===== src/rtl/pipeline_pkg.sv =====
// Shared pipeline types: fetch FSM states, IF/ID payload and the NOP encoding.
package pipeline_pkg;

   localparam int unsigned XLEN   = 32;
   localparam int unsigned JIDX_W = 26;

   localparam logic [XLEN-1:0] NOP_INST = 32'h0000_0000;

   typedef enum logic [1:0] {
      ST_BOOT = 2'd0,
      ST_RUN  = 2'd1,
      ST_HOLD = 2'd2
   } fetch_state_e;

   typedef struct packed {
      logic [XLEN-1:0] inst;
      logic [XLEN-1:0] pc4;
      logic            valid;
   } if_id_t;

   // Word-align a byte address.
   function automatic logic [XLEN-1:0] align_word(input logic [XLEN-1:0] a);
      return {a[XLEN-1:2], 2'b00};
   endfunction

endpackage


===== src/rtl/pc_unit.sv =====
// Program counter register and next-PC select (branch > jump > hold > pc+4).
module pc_unit
   import pipeline_pkg::*;
#(
   parameter logic [XLEN-1:0] RESET_PC = 32'h0000_0000
) (
   input  logic              i_clk,
   input  logic              i_rst,
   input  logic              i_boot,
   input  logic              i_stall,
   input  logic              i_branch_taken,
   input  logic [XLEN-1:0]   i_branch_target,
   input  logic              i_jump,
   input  logic [JIDX_W-1:0] i_jump_index,
   input  logic [3:0]        i_pc4_hi,
   output logic [XLEN-1:0]   o_pc,
   output logic [XLEN-1:0]   o_pc4
);

   logic [XLEN-1:0] r_pc;
   logic [XLEN-1:0] w_pc_next;
   logic [XLEN-1:0] w_pc_inc;
   logic [XLEN-1:0] w_jump_target;

   assign w_pc_inc      = r_pc + XLEN'(4);
   assign w_jump_target = {i_pc4_hi, i_jump_index, 2'b00};

   // The boot cycle freezes the PC so the first fetch address survives one bubble.
   always_comb begin
      w_pc_next = w_pc_inc;
      if (i_boot) begin
         w_pc_next = r_pc;
      end else if (i_branch_taken) begin
         w_pc_next = i_branch_target;
      end else if (i_jump) begin
         w_pc_next = w_jump_target;
      end else if (i_stall) begin
         w_pc_next = r_pc;
      end
   end

   always_ff @(posedge i_clk) begin
      if (i_rst) begin
         r_pc <= align_word(RESET_PC);
      end else begin
         r_pc <= align_word(w_pc_next);
      end
   end

   assign o_pc  = r_pc;
   assign o_pc4 = w_pc_inc;

endmodule


===== src/rtl/fetch_stage.sv =====
// Instruction fetch stage: boot/run/hold FSM, IF/ID register and address-range flag.
// Optional macro FETCH_PERF_CNT_EN adds saturating fetch/bubble counters.
module fetch_stage
   import pipeline_pkg::*;
#(
   parameter logic [31:0] RESET_PC   = 32'h0000_0000,
   parameter int unsigned IMEM_BYTES = 1024
) (
   input  logic        clk,
   input  logic        rst,
   input  logic        stall,
   input  logic        flush,
   input  logic        branch_taken,
   input  logic [31:0] branch_target,
   input  logic        jump,
   input  logic [25:0] jump_index,
   output logic [31:0] imem_addr,
   input  logic [31:0] imem_inst,
   output logic [31:0] if_id_inst,
   output logic [31:0] if_id_pc4,
   output logic        if_id_valid,
   output logic        addr_oob
`ifdef FETCH_PERF_CNT_EN
   ,
   output logic [31:0] fetch_cnt,
   output logic [31:0] bubble_cnt
`endif
);

   fetch_state_e    r_state;
   if_id_t          r_if_id;
   logic            r_addr_oob;

   logic [XLEN-1:0] w_pc;
   logic [XLEN-1:0] w_pc4;
   logic            w_boot;
   logic            w_redirect;
   logic            w_if_id_we;
   if_id_t          w_if_id_d;

   assign w_boot     = (r_state == ST_BOOT);
   assign w_redirect = branch_taken | jump;

   pc_unit #(
      .RESET_PC (RESET_PC)
   ) u_pc_unit (
      .i_clk           (clk),
      .i_rst           (rst),
      .i_boot          (w_boot),
      .i_stall         (stall),
      .i_branch_taken  (branch_taken),
      .i_branch_target (branch_target),
      .i_jump          (jump),
      .i_jump_index    (jump_index),
      .i_pc4_hi        (r_if_id.pc4[31:28]),
      .o_pc            (w_pc),
      .o_pc4           (w_pc4)
   );

   // Bubbles keep the previous pc4; a plain stall leaves the register untouched.
   always_comb begin
      w_if_id_we = 1'b1;
      w_if_id_d  = r_if_id;
      if (w_boot || w_redirect || flush) begin
         w_if_id_d.inst  = NOP_INST;
         w_if_id_d.valid = 1'b0;
      end else if (stall) begin
         w_if_id_we = 1'b0;
      end else begin
         w_if_id_d.inst  = imem_inst;
         w_if_id_d.pc4   = w_pc4;
         w_if_id_d.valid = 1'b1;
      end
   end

   always_ff @(posedge clk) begin
      if (rst) begin
         r_state    <= ST_BOOT;
         r_if_id    <= '0;
         r_addr_oob <= 1'b0;
      end else begin
         r_addr_oob <= (w_pc >= XLEN'(IMEM_BYTES));
         if (w_if_id_we) begin
            r_if_id <= w_if_id_d;
         end
         case (r_state)
            ST_BOOT: r_state <= ST_RUN;
            default: r_state <= (stall && !w_redirect) ? ST_HOLD : ST_RUN;
         endcase
      end
   end

   assign imem_addr   = w_pc;
   assign if_id_inst  = r_if_id.inst;
   assign if_id_pc4   = r_if_id.pc4;
   assign if_id_valid = r_if_id.valid;
   assign addr_oob    = r_addr_oob;

`ifdef FETCH_PERF_CNT_EN
   logic [31:0] r_fetch_cnt;
   logic [31:0] r_bubble_cnt;

   // Count each IF/ID write by kind; both saturate at all-ones.
   always_ff @(posedge clk) begin
      if (rst) begin
         r_fetch_cnt  <= '0;
         r_bubble_cnt <= '0;
      end else if (w_if_id_we) begin
         if (w_if_id_d.valid) begin
            if (r_fetch_cnt != '1) r_fetch_cnt <= r_fetch_cnt + 32'd1;
         end else begin
            if (r_bubble_cnt != '1) r_bubble_cnt <= r_bubble_cnt + 32'd1;
         end
      end
   end

   assign fetch_cnt  = r_fetch_cnt;
   assign bubble_cnt = r_bubble_cnt;
`else
   // Counters are absent in this build.
`endif

endmodule


===== config.mk =====
export PLATFORM = sky130hd
export DESIGN_NAME = fetch_stage
export DESIGN_NICKNAME = d
export VERILOG_FILES = /design/src/rtl/pipeline_pkg.sv /design/src/rtl/pc_unit.sv /design/src/rtl/fetch_stage.sv
export SDC_FILE = /design/constraint.sdc
export NUM_CORES = 1
export LEC_CHECK = 0
export ABC_AREA = 0
export BUFFER_PORTS_ARGS = -buffer_cell sky130_fd_sc_hd__buf_2
export CORE_ASPECT_RATIO = 0.6
export CORE_MARGIN = 3
export CORE_UTILIZATION = 50
export CTS_CLUSTER_SIZE = 12
export DETAILED_ROUTE_END_ITERATION = 16
export GPL_ROUTABILITY_DRIVEN = 0
export PLACE_DENSITY = 0.82
export SLEW_MARGIN = 20
export SYNTH_ARGS = -nofsm -noshare
export SYNTH_HDL_FRONTEND = slang
export SYNTH_SLANG_ARGS = --single-unit

===== constraint.sdc =====
create_clock -name clk -period 4.5 [get_ports clk]
set_input_delay 0.45 -clock clk [delete_from_list [all_inputs] [get_ports clk]]
set_output_delay 0.45 -clock clk [all_outputs]
set_load 0.02 [all_outputs]

==> results by group <==
Outcome
  – Status: finished, final reports clean

Setup path
  – Critical path class: primary input to register
  – Reg-to-reg slack, setup: 1930 ps
  – CP endpoint kind: register
  – Maximum fanout along the worst path: 42
  – Critical Path RT: 4700 ps
  – Worst r2r path cells: 6
  – CP Launch Type: primary input
  – Crit path DAT: 2810 ps
  – Crit Reg-Reg Endpoint: u_pc_unit.o_pc[28]
  – R2R Path Start: u_pc_unit.o_pc[3]

Synth
  – Post-synthesis mux area share: 0.0105
  – Top cell type's share of synthesized area: 0.402
  – Synth area leaders: dfxtp_1, a22oi_1, nor2_1
  – Main combinational cell family by area after synthesis: compound AO/OA/AOI/OAI gates
  – Adder-cell area share of the yosys netlist: 0.00524
  – Synth warn: 0
  – Post-synthesis register bit count: 96
  – EDFF count, synth: 0
  – Post-synthesis cell count: 577
  – Synth Area in Compound Gates: 0.261
  – Post-synth top area cell: dfxtp_1
  – Syn avg cell area: 8.28 um2
  – Mapped cell area: 0.00478 mm2
  – Synth cell count leaders: dfxtp_1, nor2_1, o21ai_0, a22oi_1, a21oi_1
  – Most used DFF post-synth: dfxtp_1
  – Post-synthesis xor/xnor area fraction: 0.0495
  – Count leader, synth: dfxtp_1
  – Synth Area in Simple Gates: 0.206
  – Sequential fraction of the synthesis area: 0.402
  – Synth unique cells: 59
  – Async SR Flop Fraction: 0

Timing
  – Setup WS post-layout: 1890 ps
  – Fmax: 382 MHz
  – Clock Skews: 9.25 ps
  – Count of final setup violators: 0
  – Final min period: 2610 ps
  – Worst-Margin Slew: 1050 ps
  – Slew margin rel.: 0.300
  – Final period util: 0.581
  – Setup TNS: 0 ps
  – WHS: 344 ps
  – Fin. Hold Viols: 0
  – Unrepaired setup endpoints after global routing: false
  – Fin. max-slew vios: 0

GRT
  – GRT overflow: 0
  – First-pass GRT wire length: 24.7 mm
  – Overall routing resource usage: 0.284
  – Initial antenna violation count: 0
  – Largest net degree at the start of global routing: 72
  – Vias in the first global route: 4690

Clock tree
  – CTS Buffer Depth: 2
  – Clock sink count: 96
  – Clock slew at reported path FFs: 70 ps
  – CTS root buffer: clkbuf_16
  – TritonCTS clock tree: done
  – PostCTS Resize Cnt: 0
  – Cts hold-fix bufs: 0
  – Clk Latency, worst-skew pair: 350 ps
  – H-tree depth: 3
  – CTS Buf Count: 9
  – Post-CTS Setup Inserts: 0

Power and ir drop
  – Pwr/cell area: 328 mW/mm2
  – Static Leak: 2.57 nW
  – Max IR drop VDD: 0.210 mV

Placed design
  – Port buffer count: 187
  – Pre-CTS setup slack: 1360 ps
  – Final HPWL DP: 11.3 mm
  – # placed instances: 840

Routing
  – Post-Route WL: 16.0 mm
  – Drt via density: 6.03
  – Detailed-route via count: 5165
  – Post-DRT Antenna Nets: 0
  – DRT Pass-1 Iters: 7
  – Residual DRC count: 0
  – Initial drt markers: 701
  – Per-cell routed wire length: 18.7 um

Cells and area
  – Area of the multi-input gates: 0.00258 mm2
  – Layout Cells excl Fill: 856
  – Nets@finish: 823
  – Antenna Diode Count: 0
  – Fill cells: 767
  – Area Overhead vs Synth: 24.9%
  – Layout cells sized above 1: 0.308
  – Sequential standard cell area: 0.00192 mm2
  – Utilization after layout: 0.672

Floorplan
  – Starting Density: 0.538
  – FP Rows: 26
  – Die footprint: 0.0108 mm2
  – I/O pin cnt: 194
  – Core Area: 0.00888 mm2
  – DIE WIDTH: 132 um
  – Die H: 81.7 um

Hold path
  – Hold endpoint: if_id_inst[27]
  – Hold Crit Class: primary input to register
  – Hold_sp: imem_inst[27]
  – Hold Crit Depth: 3

Job
  – Max-cap violations: 0
-- flip-flops by register name, indices dropped and copies added (netlist names) --
name            cells
r_state             2
u_pc_unit.o_pc     30
if_id_valid         1
addr_oob            1
if_id_inst         32
if_id_pc4          30
-- critical path, stage by stage --
cell	delay [ps]
buf_2	350
nor2_1	720
a21o_1	650
buf_4	290
nor3_1	70
a31oi_1	170
o41ai_1	100
-- through the flow --
step                      total power, mW  area, um2
final                                1.96       5970
after global routing                 2.03       5970
after CTS                            1.95       5960
after detailed placement             1.22       5680
after global placement               1.21       5680
after floorplan                      1.11       4790
-- logic make-up after synthesis --
logic type / after synthesis
buf+inv: 69
mux: 5
fa+ha+maj: 2
xor+xnor: 27
other cells: 1
flops: 96
simple gates: 188
compound gates: 189
-- cells in the final DEF, fill, tap and decap left out, drive strengths merged, types with 2 or more instances in the layout --
cell / instances
buf: 195
dfxtp: 96
nor2: 80
o21ai: 43
a22oi: 41
a21oi: 40
nand2: 25
a211oi: 19
xnor2: 18
nand3: 16
nor4: 16
nand4: 14
nor3: 12
inv: 12
xor2: 9
clkbuf: 9
a31oi: 8
and3: 7
and4: 6
a21o: 5
mux2i: 5
a222oi: 4
a211o: 4
conb: 4
a22o: 3
a2bb2oi: 3
or4: 3
clkinv: 3
or2: 3
o311ai: 2
a31o: 2
a32o: 2
o41ai: 2
o32ai: 2
o31ai: 2
ha: 2
-- worst max path at each step --
stage,start,endpoint,slack [ps],depth (start not counted)
global placement,branch_taken,if_id_inst[3],1510,6
floorplan,u_pc_unit.o_pc[2],u_pc_unit.o_pc[20],2500,6
global route,branch_taken,u_pc_unit.o_pc[29],1730,7
finish,branch_taken,u_pc_unit.o_pc[23],1890,7
CTS,branch_taken,if_id_inst[11],1720,6
detailed placement,branch_taken,if_id_inst[11],1360,6
-- area by class of cell --
cell class | count | area share
Clock buffer | 9 | 0.0377
Clock inverter | 7 | 0.0101
Inverter | 8 | 0.00503
Multi-Input combinational cell | 415 | 0.432
Sequential cell | 96 | 0.322
Tap cell | 126 | 0.0264
Timing Repair Buffer | 195 | 0.167
-- power breakdown --
part	total, mW	internal (mW)	switching, mW
registers	0.930	0.878	0.0524
clock network	0.747	0.386	0.361
logic	0.280	0.109	0.172
-- metal layers --
metal  up-vias  GRT usage  share of wire
li1       2412          -              -
met1      2416      0.380           0.42
met2       305      0.451           0.45
met3        32     0.0900           0.11
met4         0     0.0757          0.014
met5         -          0              0
Note: power is estimated with default switching activity, not from simulation.
